`config.mk`:
```
export PLATFORM = sky130hd
export DESIGN_NAME = if_stage_datapath
export DESIGN_NICKNAME = d
export VERILOG_FILES = /design/src/rtl/rv_pipe_pkg.sv /design/src/rtl/pipe_reg_en_clr.sv /design/src/rtl/if_stage_datapath.sv
export SDC_FILE = /design/constraint.sdc
export NUM_CORES = 1
export LEC_CHECK = 0
export ABC_CLOCK_PERIOD_IN_PS = 2600
export CAP_MARGIN = 0
export CORE_MARGIN = 1.5
export CORE_UTILIZATION = 44
export DETAILED_ROUTE_END_ITERATION = 16
export GPL_TIMING_DRIVEN = 0
export PLACE_DENSITY = 0.91
export SLEW_MARGIN = 25
export SYNTH_ARGS = -nofsm -noshare
export SYNTH_HDL_FRONTEND = slang
export SYNTH_SLANG_ARGS = --single-unit
```
`constraint.sdc`:
```
create_clock -name clk -period 2.6 [get_ports clk]
set_input_delay 0.39 -clock clk [delete_from_list [all_inputs] [get_ports clk]]
set_output_delay 0.39 -clock clk [all_outputs]
set_load 0.005 [all_outputs]
```
`src/rtl/rv_pipe_pkg.sv`:
```
// ============================================================================
// Module  : rv_pipe_pkg
// Brief   : Shared constants for the RV32 5-stage pipeline datapath.
// Revision: 1.0 - initial release
// ============================================================================
`default_nettype none

package rv_pipe_pkg;
  localparam int          XLEN        = 32;
  localparam logic [31:0] RESET_PC    = 32'h0000_0000;
  localparam int          INSTR_BYTES = 4;
  // Pipeline registers clear to all-zero, not to an encoded NOP.
  localparam logic        IFID_RST    = 1'b0;
endpackage

`default_nettype wire

```
`src/rtl/pipe_reg_en_clr.sv`:
```
// ============================================================================
// Module  : pipe_reg_en_clr
// Brief   : Register with async active-low reset, sync enable and sync clear.
// Revision: 1.0 - initial release
// ============================================================================
`default_nettype none

module pipe_reg_en_clr #(
  parameter int           W   = 32,
  parameter logic [W-1:0] RST = '0
) (
  input  logic         clk,
  input  logic         rst_n,
  input  logic         en,
  input  logic         clr,
  input  logic [W-1:0] d,
  output logic [W-1:0] q
);

  logic [W-1:0] q_q;
  logic [W-1:0] q_d;

  // Clear outranks enable so a flush lands even while the stage is stalled.
  always_comb begin
    q_d = q_q;
    if (clr) begin
      q_d = '0;
    end else if (en) begin
      q_d = d;
    end
  end

  always_ff @(posedge clk or negedge rst_n) begin
    if (!rst_n) begin
      q_q <= RST;
    end else begin
      q_q <= q_d;
    end
  end

  assign q = q_q;

endmodule

`default_nettype wire

```
`src/rtl/if_stage_datapath.sv`:
```
// ============================================================================
// Module  : if_stage_datapath
// Brief   : IF stage: PC register, PC+4, next-PC select and IF/ID register.
// Revision: 1.0 - initial release
// ============================================================================
`default_nettype none

module if_stage_datapath
  import rv_pipe_pkg::*;
#(
  parameter int              XLEN     = rv_pipe_pkg::XLEN,
  parameter logic [XLEN-1:0] RESET_PC = rv_pipe_pkg::RESET_PC
) (
  input  logic            clk,
  input  logic            reset,
  input  logic            StallF,
  input  logic            StallD,
  input  logic            FlushD,
  input  logic            PCSrcE,
  input  logic [XLEN-1:0] PCTargetE,
  input  logic [XLEN-1:0] InstrF,
  output logic [XLEN-1:0] PCF,
  output logic [XLEN-1:0] PCPlus4F,
  output logic [XLEN-1:0] InstrD,
  output logic [XLEN-1:0] PCD,
  output logic [XLEN-1:0] PCPlus4D
);

  logic [XLEN-1:0]   pc_next;
  logic [3*XLEN-1:0] ifid_d;
  logic [3*XLEN-1:0] ifid_q;

  assign PCPlus4F = PCF + XLEN'(INSTR_BYTES);
  assign pc_next  = PCSrcE ? PCTargetE : PCPlus4F;

  // A redirect presented while StallF is high is dropped with the hold.
  pipe_reg_en_clr #(
    .W   (XLEN),
    .RST (RESET_PC)
  ) u_pc_reg (
    .clk   (clk),
    .rst_n (reset),
    .en    (!StallF),
    .clr   (1'b0),
    .d     (pc_next),
    .q     (PCF)
  );

  assign ifid_d = {InstrF, PCF, PCPlus4F};

  pipe_reg_en_clr #(
    .W   (3*XLEN),
    .RST ({(3*XLEN){IFID_RST}})
  ) u_ifid_reg (
    .clk   (clk),
    .rst_n (reset),
    .en    (!StallD),
    .clr   (FlushD),
    .d     (ifid_d),
    .q     (ifid_q)
  );

  assign InstrD   = ifid_q[3*XLEN-1:2*XLEN];
  assign PCD      = ifid_q[2*XLEN-1:XLEN];
  assign PCPlus4D = ifid_q[XLEN-1:0];

endmodule

`default_nettype wire

```
### Word-level counts from Yosys, hierarchy flattened

Cells that the tools add are included.

* add/sub/neg operators: 1
* equality and inequality tests: 1
* multiplexer cells: 3

Operators by type and width (number)
* $mux W96: 2
* $add A32 B3 Y32 const B: 1
* $mux W32: 1
* $ne A2 B1 Y1 const B: 1

* bits in registers: 128

### Depth between registers and ports, before layout

* depth in word-level cells: 3
* mapped depth: 7

### Modules after synthesis

From an unflattened synthesis, not the netlist that was laid out.

* cells, all modules: 588
* area total of the unflattened synthesis: 6364.9 um^2

Modules (own cells, without submodules)
* pipe_reg_en_clr at u_ifid_reg: instances 1, cells each 310, area an instance 3910.0 um^2
* pipe_reg_en_clr at u_pc_reg: instances 1, cells each 103, area an instance 1323.8 um^2
* if_stage_datapath: instances 1, cells each 175, area an instance 1131.1 um^2

### Worst setup path before layout

No wires, ideal clock.

* path type: flip-flop to output port
* start: register u_pc_reg.q_q[2] (netlist: u_pc_reg.q[2])
* end: output port PCPlus4F[30]
* data arrival time: 1.561 ns
* slack: 0.649 ns
* cell stages (with the launch flop): 7
* path through: dfrtp_1 > ha_1 > nand4_1 > nor2_1 > buf_2 > nand4_1 > xnor2_1

* cells in the longest elaborated chain, start to end: 1

RTL lines
* start, declared: line pipe_reg_en_clr.sv:20 `logic [W-1:0] q_q;`
* start signal, assigned: line pipe_reg_en_clr.sv:37 `q_q <= q_d;`
* $add A32 B3 Y32: line if_stage_datapath.sv:33 `assign PCPlus4F = PCF + XLEN'(INSTR_BYTES);`
* end, declared: line if_stage_datapath.sv:23 `output logic [XLEN-1:0] PCPlus4F,`

No other way between the ends.

### Worst setup path after layout

* start: register u_pc_reg.q_q[3] (netlist: u_pc_reg.q[3])
* end: output port PCPlus4F[30]

The elaborated chain is that of the path after synthesis.

==> run summary <==
The endpoint identified for the worst register-to-register timing path is u_pc_reg.q[21]. TritonCTS built the clock tree. The standard cell core area is 13350 um2. Setup violations remaining at the end of the flow were counted as 20.

The signal on the critical path passes through ha_4, nand4_1, nor2_4, buf_8, buf_6, nand4_1, xnor2_2, buf_2. The proportion of total power due to net switching was 0.2757; the worst hold margin was 467.0 ps. The count of cells in the finished layout, fillers not included, comes to 1086.

The H-tree generated during clock tree synthesis spans 4 levels. In this run, synthesis produced a sequential element count of 126. The proportion of power drawn by the clock network is 0.381, and the count of cells along the worst register-to-register path is 10. The number of antenna violations at the first check in global routing was 0. The number of distinct library cell variants in the gate-level netlist after synthesis was 46; the time the final worst path needs with I/O delays and setup was 2741 ps. The vertical extent of the die was 120.5 um. The number of global-route vias before repair is 6024. After detailed routing, the number of remaining DRC violations is 0. In this run the worst hold path is classified as in2async. The part of the cycle the worst path needs is 1.054, and the worst setup skew after layout is 13.25 ps.

The final hold violation count came out at 0. The cell area that synthesis handed to floorplanning was 6080 um2. Once detail routing completed, the nets flagged for antenna violations numbered 0.

The fraction of power consumed by combinational cells is 0.252. Setup repair after global routing could not meet its margin everywhere. The root cell of the clock tree is sky130_fd_sc_hd__clkbuf_16.

During synthesis, Yosys emitted a total of 0 warnings. In the final routed layout, each cell accounts on average for 21.83 um. Slack of the critical path: -140.6 ps. In this run, CTS created clock tree buffers numbering 17.

The initialized floorplan defines 42 standard-cell rows. The cell count after placement came out at 989. For the sequential share of power, the log shows 0.367.

In this run the tool buffered the top-level ports with 225 buffer cells. For the clock sink total, the log shows 126. The tools report the post-synthesis instance total as 587. Required time of the critical path: 2210 ps. The ratio of cells with drive above 1 in the final layout came out at 0.2099. The detailed router finished its first iteration with 736 violations. Across the run, the number of max-cap violations was 0. For the overall routed net length, the log shows 23710 um.

For this run, the leading register cell type out of synthesis is sky130_fd_sc_hd__dfrtp_1. For the leakage power total, the log shows 4.520 nW. During I/O placement, the number of pins put on the boundary was 230.

At the end of routability-driven placement, the weighted congestion stood at 0.8696. Counting along the longest clock path gives a buffer depth of 2. Among all stages on the critical path, the largest delay is contributed by sky130_fd_sc_hd__dfrtp_2.

The finished cells cover 10020 um2. For the maximum vdd drop, the log shows 0.0005354 V. The worst register-to-register path begins at u_pc_reg.q[5]. The synthesized design contains 0 enable-type register cells. For the worst setup path, the data arrival time is 2350 ps. Summing all placed instances gives a cell area of 8584 um2. The number of max-slew violations in the final report was 0; the power per standard cell area was 643.6 nW/um2. The number of vias per cell after detailed routing works out to 5.740. The first detailed-routing pass ran for 7 iterations.

The run gives 0.3967 as the normalized max-slew margin. The final reports fail on negative setup slack. The launching element type of the critical path was a flip-flop. The worst setup timing slack at the placement stage came out at -572.8 ps.

Relative to the synthesized area, the layout overhead comes to 64.85%. The tools report the sum of net half-perimeters after detailed placement as 14280 um. The starting density of the core is 0.4555. Counting stages on the worst path, the most repeated cell is sky130_fd_sc_hd__nand4_1. The net total in the final layout was 971. The logs give 0.3057 for the total routing resource utilization after global routing and 6234 for the overall via count from detail_route. The full die area came out at 14530 um2. Minimum setup slack among reg-to-reg paths: 320 ps.

In this run the worst path has a maximum fanout of 6. For the pin with the worst max-slew slack, the measured transition is 904.9 ps. The horizontal die dimension was 120.5 um; the count of buffering cells on the critical path with inverters included was 3. The final global-route overflow total was 0.

Grouping stages by cell kind, the critical path spends the most delay in simple AND/OR/NAND/NOR gates. The clock transition time at the flip-flop clock pins of the worst setup and hold paths was 60 ps. Cell internal power was estimated by the tool at 4.672 mW.

The sequential cell area fraction in the yosys report was 0.5186. Counting every net in the synthesized netlist gives 658. The clock latency at the later pin of the worst-skew pair was 430 ps. The setup path with the least slack is of type reg2out. The async set-or-reset flop fraction in the synthesized netlist was 1.000; the power dissipated by switching net loads was 1.778 mW. Derived from the worst setup path, the maximum achievable clock frequency is 364.9 MHz. On the worst path, the slowest cell contributes a delay of 430 ps. The flow ran to the end, but the final reports show violations.

The repair_antennas step left the layout with diodes totalling 0. After layout, the design draws a total of 6.450 mW. Wire length of the first global-routing pass: 33540 um.

The endpoint type of the worst setup path is an output port. The tools report the pin count of the biggest net entering global routing as 75. The average size of a mapped cell came out at 10.36 um2.
==> layout by cell type, fill, tap and decap left out, types with 5 or more instances in the layout <==
cell and n:
sky130_fd_sc_hd__clkdlybuf4s50_1 202, sky130_fd_sc_hd__dfrtp_1 113, sky130_fd_sc_hd__nor2_1 99, sky130_fd_sc_hd__mux2i_1 70
sky130_fd_sc_hd__buf_4 68, sky130_fd_sc_hd__o21a_1 37, sky130_fd_sc_hd__clkbuf_1 33, sky130_fd_sc_hd__nand2_1 21
sky130_fd_sc_hd__o21ai_0 21, sky130_fd_sc_hd__a22oi_1 20, sky130_fd_sc_hd__xnor2_2 18, sky130_fd_sc_hd__clkbuf_16 17
sky130_fd_sc_hd__buf_2 13, sky130_fd_sc_hd__dfrtp_2 13, sky130_fd_sc_hd__a21oi_1 12, sky130_fd_sc_hd__nand3b_1 12
sky130_fd_sc_hd__buf_6 10, sky130_fd_sc_hd__nand4_1 9, sky130_fd_sc_hd__nand3_2 9, sky130_fd_sc_hd__o311ai_0 9
sky130_fd_sc_hd__dlygate4sd2_1 8, sky130_fd_sc_hd__nand3_1 7, sky130_fd_sc_hd__clkbuf_2 5, sky130_fd_sc_hd__xor2_1 5
sky130_fd_sc_hd__clkbuf_8 5
==> layer usage <==
layer | share of wire | vias to the layer above | wire length, um | GRT usage
met5 | 0 | - | 0 | 0
met4 | 0.057 | 0 | 1346 | 0.1640
met2 | 0.47 | 456 | 11120 | 0.5007
met3 | 0.10 | 125 | 2363 | 0.07028
li1 | - | 2668 | - | -
met1 | 0.37 | 2985 | 8883 | 0.3756
==> worst max-delay path by stage <==
stage | startpoint | endpoint | depth (start not counted)
detailed placement | u_pc_reg.q[2] | PCPlus4F[20] | 7
global placement | reset | u_pc_reg.q[1] | 1
floorplan | u_pc_reg.q[2] | PCPlus4F[30] | 6
finish | u_pc_reg.q[3] | PCPlus4F[30] | 8
global route | u_pc_reg.q[5] | PCPlus4F[29] | 9
CTS | u_pc_reg.q[2] | PCPlus4F[16] | 8
==> timing repair <==
action | 4_1_cts | 5_1_grt
setup endpoints to repair | 24 | 22
hold endpoints to repair | 52 | 0
pin swaps | 28 | 22
hold buffers | 1 | 0
setup buffers | 45 | 22
resized for setup | 97 | 37
gates cloned | 1 | 0
==> kinds of logic (layout without fill, tap and decap cells) <==
logic type	Yosys count	in the layout	synth area share
multiplexers	73	73	0.1208
adder cells (fa/ha/maj)	1	1	0.002058
flip-flops	126	126	0.5186
AND/OR/NAND/NOR	187	187	0.1474
AO/OA/AOI/OAI	110	110	0.1262
XOR/XNOR	28	28	0.04034
buffers and inverters	62	385	0.04466
==> state kept, by name, summed over array words and instances, names as in the netlist <==
| signal | cells |
|---|---|
| u_ifid_reg.q | 94 |
| u_pc_reg.q | 32 |
==> through the flow <==
step / setup TNS, ps / utilization
after floorplan: 0 / -
after global placement: -488030 / 0.6407
after detailed placement: -4582 / 0.6431
after CTS: 0 / 0.7324
after global routing: -1929 / 0.7508
final: -1010 / 0.7508
==> worst register-to-register path, stage by stage (launching register included) <==
cell                       delay (ps)
sky130_fd_sc_hd__dfrtp_1          340
sky130_fd_sc_hd__buf_4            190
sky130_fd_sc_hd__nand4_4          180
sky130_fd_sc_hd__nor2_4           260
sky130_fd_sc_hd__buf_6            140
sky130_fd_sc_hd__buf_4            110
sky130_fd_sc_hd__buf_4            100
sky130_fd_sc_hd__nand4_1          150
sky130_fd_sc_hd__buf_4            190
sky130_fd_sc_hd__buf_4            130
sky130_fd_sc_hd__o311ai_0         340
==> cell type report <==
class | instances | area, um2
Sequential cell | 126 | 3169
Buffer | 55 | 282.8
Multi-Input combinational cell | 399 | 2959
Clock inverter | 6 | 107.6
Fill cell | 865 | 3326
Inverter | 6 | 22.52
Tap cell | 176 | 220.2
Timing Repair Buffer | 295 | 2763
Clock buffer | 23 | 498.0
==> power by group through the flow <==
stage	Sequential (mW)	Clock, mW	Combinational (mW)
detailed placement	2.35	0	1.41
floorplan	2.34	0	0.544
finish	2.37	2.46	1.63
CTS	2.34	2.45	1.50
global route	2.39	2.58	1.71
global placement	2.34	0	1.38
==> cells in the mapped netlist (11+ instances only) <==
cell type,n,area [um2]
sky130_fd_sc_hd__a21oi_1,12,60.06
sky130_fd_sc_hd__a22oi_1,20,150.1
sky130_fd_sc_hd__buf_2,11,55.05
sky130_fd_sc_hd__clkbuf_1,33,123.9
sky130_fd_sc_hd__dfrtp_1,126,3153
sky130_fd_sc_hd__mux2i_1,70,700.7
sky130_fd_sc_hd__nand2_1,23,86.33
sky130_fd_sc_hd__nand3_1,16,80.08
sky130_fd_sc_hd__nand3b_1,12,90.09
sky130_fd_sc_hd__nor2_1,101,379.1
sky130_fd_sc_hd__o21a_1,37,277.8
sky130_fd_sc_hd__o21ai_0,21,105.1
sky130_fd_sc_hd__xnor2_1,21,183.9
No activity file was read; power rests on OpenSTA's default activity.
